<file path="config.mk">
export PLATFORM = sky130hd
export DESIGN_NAME = lz4_output_fifo_flat
export DESIGN_NICKNAME = d
export VERILOG_FILES = /design/src/rtl/lz4_output_fifo_if.sv /design/src/rtl/lz4_output_fifo.sv /design/src/flat_wrapper.sv
export SDC_FILE = /design/constraint.sdc
export NUM_CORES = 1
export LEC_CHECK = 0
export ABC_AREA = 1
export BUFFER_PORTS_ARGS = -buffer_cell sky130_fd_sc_hd__buf_2
export CAP_MARGIN = 5
export CORE_MARGIN = 10
export CORE_UTILIZATION = 60
export DETAILED_ROUTE_END_ITERATION = 10
export GPL_TIMING_DRIVEN = 0
export PLACE_DENSITY = 0.77
export SYNTH_ARGS = -nofsm -noshare
export SYNTH_HDL_FRONTEND = slang
export SYNTH_SLANG_ARGS = --single-unit
</file>
<file path="constraint.sdc">
create_clock -name clk -period 2.7 [get_ports clk]
set_input_delay 0.135 -clock clk [delete_from_list [all_inputs] [get_ports clk]]
set_output_delay 0.135 -clock clk [all_outputs]
set_load 0.05 [all_outputs]
</file>
<file path="src/rtl/lz4_output_fifo_if.sv">
// lz4_output_fifo_if: push/pop handshake, status and statistics bundle for the decompressor output FIFO
interface lz4_output_fifo_if #(
  parameter int word_size = 8,
  parameter int depth = 16,
  parameter int addr_size = $clog2(depth)
);
  logic [word_size-1:0] uncompressed_word;
  logic data_valid;
  logic out_ready;
  logic [word_size-1:0] out_word;
  logic out_valid;
  logic full;
  logic empty;
  logic [addr_size:0] count;
  logic overflow;
  logic [15:0] bytes_out;
  modport master (
    output uncompressed_word, data_valid, out_ready,
    input out_word, out_valid, full, empty, count, overflow, bytes_out
  );
  modport slave (
    input uncompressed_word, data_valid, out_ready,
    output out_word, out_valid, full, empty, count, overflow, bytes_out
  );
endinterface

</file>
<file path="src/rtl/lz4_output_fifo.sv">
// lz4_output_fifo: first-word-fall-through FIFO buffering decompressed words with drop detection and pop counter
module lz4_output_fifo #(
  parameter int word_size = 8,
  parameter int depth = 16,
  parameter int addr_size = $clog2(depth)
) (
  input logic clk,
  input logic reset,
  lz4_output_fifo_if.slave f
);
  logic [word_size-1:0] mem [depth];
  logic [addr_size-1:0] rd_ptr, wr_ptr;
  logic [addr_size:0] count;
  logic [15:0] bytes_out;
  logic overflow, push, pop, full, empty;
  always_comb begin
    empty = count == '0;
    full = count == (addr_size+1)'(depth);
    pop = !empty && f.out_ready;
    push = f.data_valid && (!full || pop);
  end
  assign f.out_word = empty ? '0 : mem[rd_ptr];
  assign f.out_valid = !empty;
  assign f.full = full;
  assign f.empty = empty;
  assign f.count = count;
  assign f.overflow = overflow;
  assign f.bytes_out = bytes_out;
  always_ff @(posedge clk)
    if (push) mem[wr_ptr] <= f.uncompressed_word;
  always_ff @(posedge clk or posedge reset)
    if (reset) begin
      rd_ptr <= '0;
      wr_ptr <= '0;
      count <= '0;
      overflow <= 1'b0;
      bytes_out <= '0;
    end else begin
      if (pop) rd_ptr <= rd_ptr + addr_size'(1);
      if (pop) bytes_out <= bytes_out + 16'd1;
      if (push) wr_ptr <= wr_ptr + addr_size'(1);
      count <= count + (addr_size+1)'(push) - (addr_size+1)'(pop);
      if (f.data_valid && !push) overflow <= 1'b1;
    end
endmodule

</file>
<file path="src/flat_wrapper.sv">
// flat-port wrapper written by rule: the top's interface ports become plain ports
module lz4_output_fifo_flat 
#(
  parameter int word_size = 8,
  parameter int depth = 16,
  parameter int addr_size = $clog2(depth)
)
  (clk, reset, f_uncompressed_word, f_data_valid, f_out_ready, f_out_word, f_out_valid, f_full, f_empty, f_count, f_overflow, f_bytes_out);
  lz4_output_fifo_if #(.word_size(word_size), .depth(depth), .addr_size(addr_size)) f_i ();
  input logic clk;
  input logic reset;
  input wire logic [$bits(f_i.uncompressed_word)-1:0] f_uncompressed_word;
  input wire logic [$bits(f_i.data_valid)-1:0] f_data_valid;
  input wire logic [$bits(f_i.out_ready)-1:0] f_out_ready;
  output wire logic [$bits(f_i.out_word)-1:0] f_out_word;
  output wire logic [$bits(f_i.out_valid)-1:0] f_out_valid;
  output wire logic [$bits(f_i.full)-1:0] f_full;
  output wire logic [$bits(f_i.empty)-1:0] f_empty;
  output wire logic [$bits(f_i.count)-1:0] f_count;
  output wire logic [$bits(f_i.overflow)-1:0] f_overflow;
  output wire logic [$bits(f_i.bytes_out)-1:0] f_bytes_out;
  assign f_i.uncompressed_word = f_uncompressed_word;
  assign f_i.data_valid = f_data_valid;
  assign f_i.out_ready = f_out_ready;
  assign f_out_word = f_i.out_word;
  assign f_out_valid = f_i.out_valid;
  assign f_full = f_i.full;
  assign f_empty = f_i.empty;
  assign f_count = f_i.count;
  assign f_overflow = f_i.overflow;
  assign f_bytes_out = f_i.bytes_out;
  lz4_output_fifo #(.word_size(word_size), .depth(depth), .addr_size(addr_size)) u_core (.clk(clk), .reset(reset), .f(f_i));
endmodule
</file>
==> results of run 1 <==
-- sequential cells by signal, summed over array words and instances, names as in the netlist --
signal and flops:
u_core.mem 128, u_core.f.bytes_out 16, u_core.f.count 5, u_core.rd_ptr 4, u_core.wr_ptr 4, u_core.f.overflow 1
-- power groups by stage --
stage | logic, uW | clock network [uW] | registers, uW
after floorplan | 2610 | 0 | 3530
after global placement | 3900 | 0 | 3220
after detailed placement | 4020 | 0 | 3230
after CTS | 4070 | 2660 | 3190
after global routing | 4480 | 2770 | 3220
final | 4130 | 2660 | 3190
-- routing by layer --
layer,vias to the layer above,GRT usage (%),wire [um]
met1,2358,26.17,6588
met4,0,7.234,405
met3,46,4.831,1535
met2,282,34.69,8349
met5,-,0,0
li1,2239,-,-
-- kinds of logic after synthesis --
| family | after synthesis |
|---|---|
| buf+inv | 60 |
| compound gates | 15 |
| flops | 158 |
| simple gates | 355 |
| xor+xnor | 21 |
| fa+ha+maj | 13 |
-- cell type report --
class / count / area, um2
multi-input cells: 404 / 1998
fillers: 713 / 2965
inverters: 34 / 127.6
clock buffers: 17 / 425.4
clock inverters: 15 / 234.0
repair buffers: 47 / 267.8
plain buffers: 26 / 188.9
flip-flops and latches: 158 / 4601
well taps: 140 / 175.2
-- repair_timing --
| action | CTS | global route |
|---|---|---|
| setup endpoints to repair | 0 | 1 |
| hold buffers | 1 | 1 |
| endpoints found under the hold margin | 1 | 12 |
| resized for setup | 0 | 1 |
-- Yosys cell counts, drive strengths merged --
library cell	number	share of area [%]
edfxtp	128	56
buf	24	2.6
clkbuf	2	0.11
o21ai	4	0.29
nand4	4	0.46
fa	1	0.29
a21oi	10	0.73
inv	34	1.9
ha	12	2.2
nand2	212	12
xnor2	3	0.38
a31o	1	0.13
nand3	105	7.7
nor2	27	1.5
xor2	18	2.3
nor3	7	0.51
dfrtp	30	11
-- placed cells by master (no fill, tap or decap), drive strengths merged --
master       count
clkinv           3
a31o             1
inv             38
ha              12
bufinv           5
xor2            18
nand2          212
clkinvlp         3
nor2            27
nand3          105
nor3             7
nand4            4
fa               1
a21oi           10
buf             69
o21ai            4
dfrtp           30
xnor2            3
clkbuf          19
dlygate4sd3      2
edfxtp         128
-- tightest hold or removal path, cell delays in order --
cell	delay [ps]
buf_2	140
nand2_8	110
xor2_1	70
-- metrics by stage --
stage	hold WS [ps]	area [um2]	power (uW)	util [%]	cells
after detailed placement	408.7	7302	7250	66.48	806
after floorplan	225.5	6907	6143	-	622
after global routing	76.47	8018	10470	73.00	841
final	78.67	8018	9974	73.00	841
after CTS	40.59	7971	9925	72.58	839
after global placement	396.3	7302	7120	66.48	806
-- worst max-delay path by stage --
stage | cells past startpoint | slack (ps) | endpoint | startpoint
floorplan | 14 | -4 | u_core.f.count[4] | u_core.f.count[3]
global placement | 14 | 190 | u_core.f.count[4] | u_core.f.count[3]
detailed placement | 14 | 180 | u_core.f.count[4] | u_core.f.count[3]
CTS | 14 | 150 | u_core.f.count[4] | u_core.f.count[3]
global route | 14 | 20 | u_core.f.count[4] | u_core.f.count[3]
finish | 14 | 190 | u_core.f.count[4] | u_core.f.count[3]
==> run metrics, run 1 <==
status finished, final reports clean; critical path's top delay family adder cells; Final Setup Violations 0; HPWL after DPL 10910 um; clk sinks 158; Initial DRC Count 667; Max Cap Viol 0; synthesized area 0.006842 mm2; die area 0.01607 mm2; max incr delay on CP 420 ps; Seq/Total Area, Yosys 67.15%; setup TNS 0 ps; CTS tree built; internal cell power 5801 uW; first-pass GRT wire length 26100 um; worst-path fanout max 10; crit path kind reg2reg; FF-to-FF Start u_core.f.count[3]; vias post-DR 4925; Final Max Slew Viols 0; Net Count, Synth 647; FP Rows 38; Clock Latency Late Sink 420 ps; sequential power share 32.0%; critical path data arrival time 2850 ps; largest net degree at the start of global routing 31; DRC 0; CP Launch Type register; RSZ-0062 raised after global routing false; CTS root buffer clkbuf_16; GP Congestion 0.8991; Reg2Reg Setup Slack 190 ps; initial core utilization 62.29%; worst path bufs/invs 4; io pins 45; DIE WIDTH 126.8 um; ANT nets after route 0; largest family of logic cells by synthesized area simple AND/OR/NAND/NOR gates; Pwr Density 1244 mW/mm2; H-tree Lvls 4; final layout net count 713; sw frac 41.84%; simple-gate share of the synthesized area 21.95%; Crit Reg-Reg Endpoint u_core.f.count[4]; GRT Util Overall 20.84%; drt total wl 16880 um; drt first pass iters 5; Max-slew headroom 37.50%; final cycle utilization of the critical path 92.87%; Num CTS Buffers 17; Hold Path Sink u_core.rd_ptr[0]; NetSw 4174 uW; Mapped Cells 622; hold path start f_out_ready; Clk pwr share 26.6%; post-synthesis compound-gate area fraction 1.152%; Die Ht 126.8 um; total grt overflow 0; CP required 3050 ps; Combinational Power Share 41.4%; mux cell area share after synthesis 0%; Hold Path Stages 3; peak supply drop 1317 uV; number of distinct library cells after synthesis 25; worst min path class in2reg; adder-cell share of the synthesized area 2.487%; via density per instance 5.856; Tmin final 2508 ps; Clock Skew 7.707 ps; antenna cell count 0; share of cells above drive strength 1 18.26%; Syn Area/Cell 11.00 um2; Max stage delay cell, worst path dfrtp_2; CTS Buffer Depth 2; clock slew at reported path FFs 60 ps; Worst Max-Slew Pin Slew 934.0 ps; number of global-route vias before repair 4826; Post-CTS Setup Bufs 0; register bit total from synthesis 158; P&R area growth vs syn 17.19%; drt wl/cell 20.07 um; leakage power 0.003273 uW; Core ar. 0.01098 mm2; Crit. End Element register; Synth Warn # 0; Final WS setup 192.4 ps; Post-Place Worst Slack 175.7 ps; port bufs 44; final hold vios 0; Reg2Reg Depth 14; initial antenna violation count 0; critical-path cell list inv_2 -> ha_4 -> nand4_4 -> nand2_8 -> inv_2 -> buf_6 -> ha_4 -> inv_2 -> ha_4 -> fa_2 -> a21oi_2 -> nor2_1 -> nor2_1 -> xor2_1; Max Fclk 398.8 MHz; Synth Area in XOR/XNOR 2.688%
No activity file was read; power rests on OpenSTA's default activity.
==> run 2: changes to the inputs <==
- CELL_PAD_IN_SITES_DETAIL_PLACEMENT: not set -> 1
- CELL_PAD_IN_SITES_GLOBAL_PLACEMENT: not set -> 1
- CORE_UTILIZATION: 60 -> 48
==> run metrics, run 2 (synthesized netlist as in run 1, its figures left out) <==
max incr delay on CP 430 ps; initial antenna violation count 0; Max stage delay cell, worst path dfrtp_2; most frequent cells in the layout nand2_1, edfxtp_1, nand3_1; GP Congestion 0.8832; Clock Latency Late Sink 430 ps; CP required 3050 ps; DRC 0; clock slew at reported path FFs 60 ps; hold_ws 63.99 ps; worst min path class in2reg; CP Launch Type register; Worst Max-Slew Pin Slew 970.6 ps; Die Ht 139.4 um; HPWL after DPL 13050 um; first-pass GRT wire length 29810 um; drt wl/cell 21.77 um; Final Core Density 57.04%; setup TNS 0 ps; critical-path cell list inv_2 -> ha_4 -> nand4_4 -> nand2_8 -> inv_2 -> buf_6 -> ha_4 -> inv_2 -> ha_4 -> fa_2 -> a21oi_2 -> nor2_1 -> nor2_1 -> xor2_1; Final Max Slew Viols 0; CTS tree built; Final Setup Violations 0; Pwr Density 1214 mW/mm2; antenna cell count 0; final layout net count 713; Seq. cell area 0.004601 mm2; share of cells above drive strength 1 17.83%; Tmin final 2552 ps; FP Rows 43; clk sinks 158; drt first pass iters 7; number of global-route vias before repair 5320; initial core utilization 49.10%; crit path kind reg2reg; final hold vios 0; footprint of the multi-input gates 0.001998 mm2; leading cell type in the layout, fill and taps excluded nand2_1; Crit. End Element register; RSZ-0062 raised after global routing false; io pins 45; port bufs 44; total grt overflow 0; drt total wl 19180 um; Num CTS Buffers 17; Max Cap Viol 0; worst-path fanout max 10; status finished, final reports clean; Biggest register u_core.mem; DIE WIDTH 139.4 um; Post-Place Worst Slack 133.6 ps; Initial DRC Count 383; Max Fclk 391.8 MHz; max reg flops 128; CTS root buffer clkbuf_16; leakage power 0.003231 uW; largest net degree at the start of global routing 31; via density per instance 5.569; Final WS setup 147.8 ps; Hold Path Stages 3; CTS Buffer Depth 2; critical path data arrival time 2900 ps; vias post-DR 4906; H-tree Lvls 4; Reg2Reg Depth 14; final cycle utilization of the critical path 94.53%; P&R area growth vs syn 16.19%; peak supply drop 797.9 uV; GRT Util Overall 19.98%; die area 0.01943 mm2; biggest registers after layout u_core.mem x128, u_core.f.bytes_out x16, u_core.f.count x5; Max-slew headroom 35.05%; Clock Skew 5.554 ps; number of fill cells 1522; ANT nets after route 0; Core ar. 0.01393 mm2
## run 2: metal layers
| layer | track usage (%) | up-vias | routed length (um) |
|---|---|---|---|
| met1 | 23.35 | 2508 | 7790 |
| met4 | 8.677 | 0 | 597 |
| met5 | 0 | - | 0 |
| met3 | 4.968 | 36 | 906 |
| li1 | - | 2236 | - |
| met2 | 34.06 | 126 | 9888 |
## run 2: worst paths after layout
path / startpoint / slack (ps) / to
hold reg to reg: u_core.f.overflow / 490 / u_core.f.overflow
max in group asynchronous: reset / 1770 / u_core.f.bytes_out[12]
setup / recovery: u_core.f.count[3] / 150 / u_core.f.count[4]
min in group asynchronous: reset / 370 / u_core.f.bytes_out[13]
setup reg to reg: u_core.f.count[3] / 150 / u_core.f.count[4]
hold / removal: f_out_ready / 60 / u_core.f.bytes_out[0]
## run 2: layout make-up
class / instances / area share (%)
flip-flops and latches: 158 / 57.88
plain buffers: 26 / 2.377
inverters: 34 / 1.606
clock inverters: 6 / 0.4093
well taps: 180 / 2.833
repair buffers: 47 / 3.211
clock buffers: 26 / 6.548
multi-input cells: 404 / 25.14
## run 2: timing repair
| item | CTS | global route |
|---|---|---|
| hold buffers | 1 | 1 |
| endpoints found under the hold margin | 1 | 17 |
| gates resized for setup | 0 | 1 |
| setup endpoints to repair | 0 | 1 |
| buffers inserted | 0 | 0 |
## run 2: critical path: cells and delay by family, from the launching register on
| family | cells | cell delay [ps] |
|---|---|---|
| AOI/OAI and AO/OA | 1 | 160 |
| xor gates and xnor gates | 1 | 160 |
| adders and majority gates | 4 | 950 |
| DFF | 1 | 430 |
| and+or+nand+nor | 4 | 420 |
| buffers and inverters | 4 | 350 |
## run 2: power breakdown
| group | total, uW | switching [uW] | internal [uW] |
|---|---|---|---|
| combinational | 4200 | 3050 | 1150 |
| sequential | 3200 | 198 | 3000 |
| clock | 2250 | 930 | 1320 |
| total | 9650 | 4180 | 5470 |
## run 2: stage by stage
step	std cells	instance area (um2)	total power [uW]
after floorplan	622	6907	6143
after global placement	846	7352	7207
after detailed placement	846	7352	7418
after CTS	879	7915	9697
after global routing	881	7949	10180
final	881	7949	9650
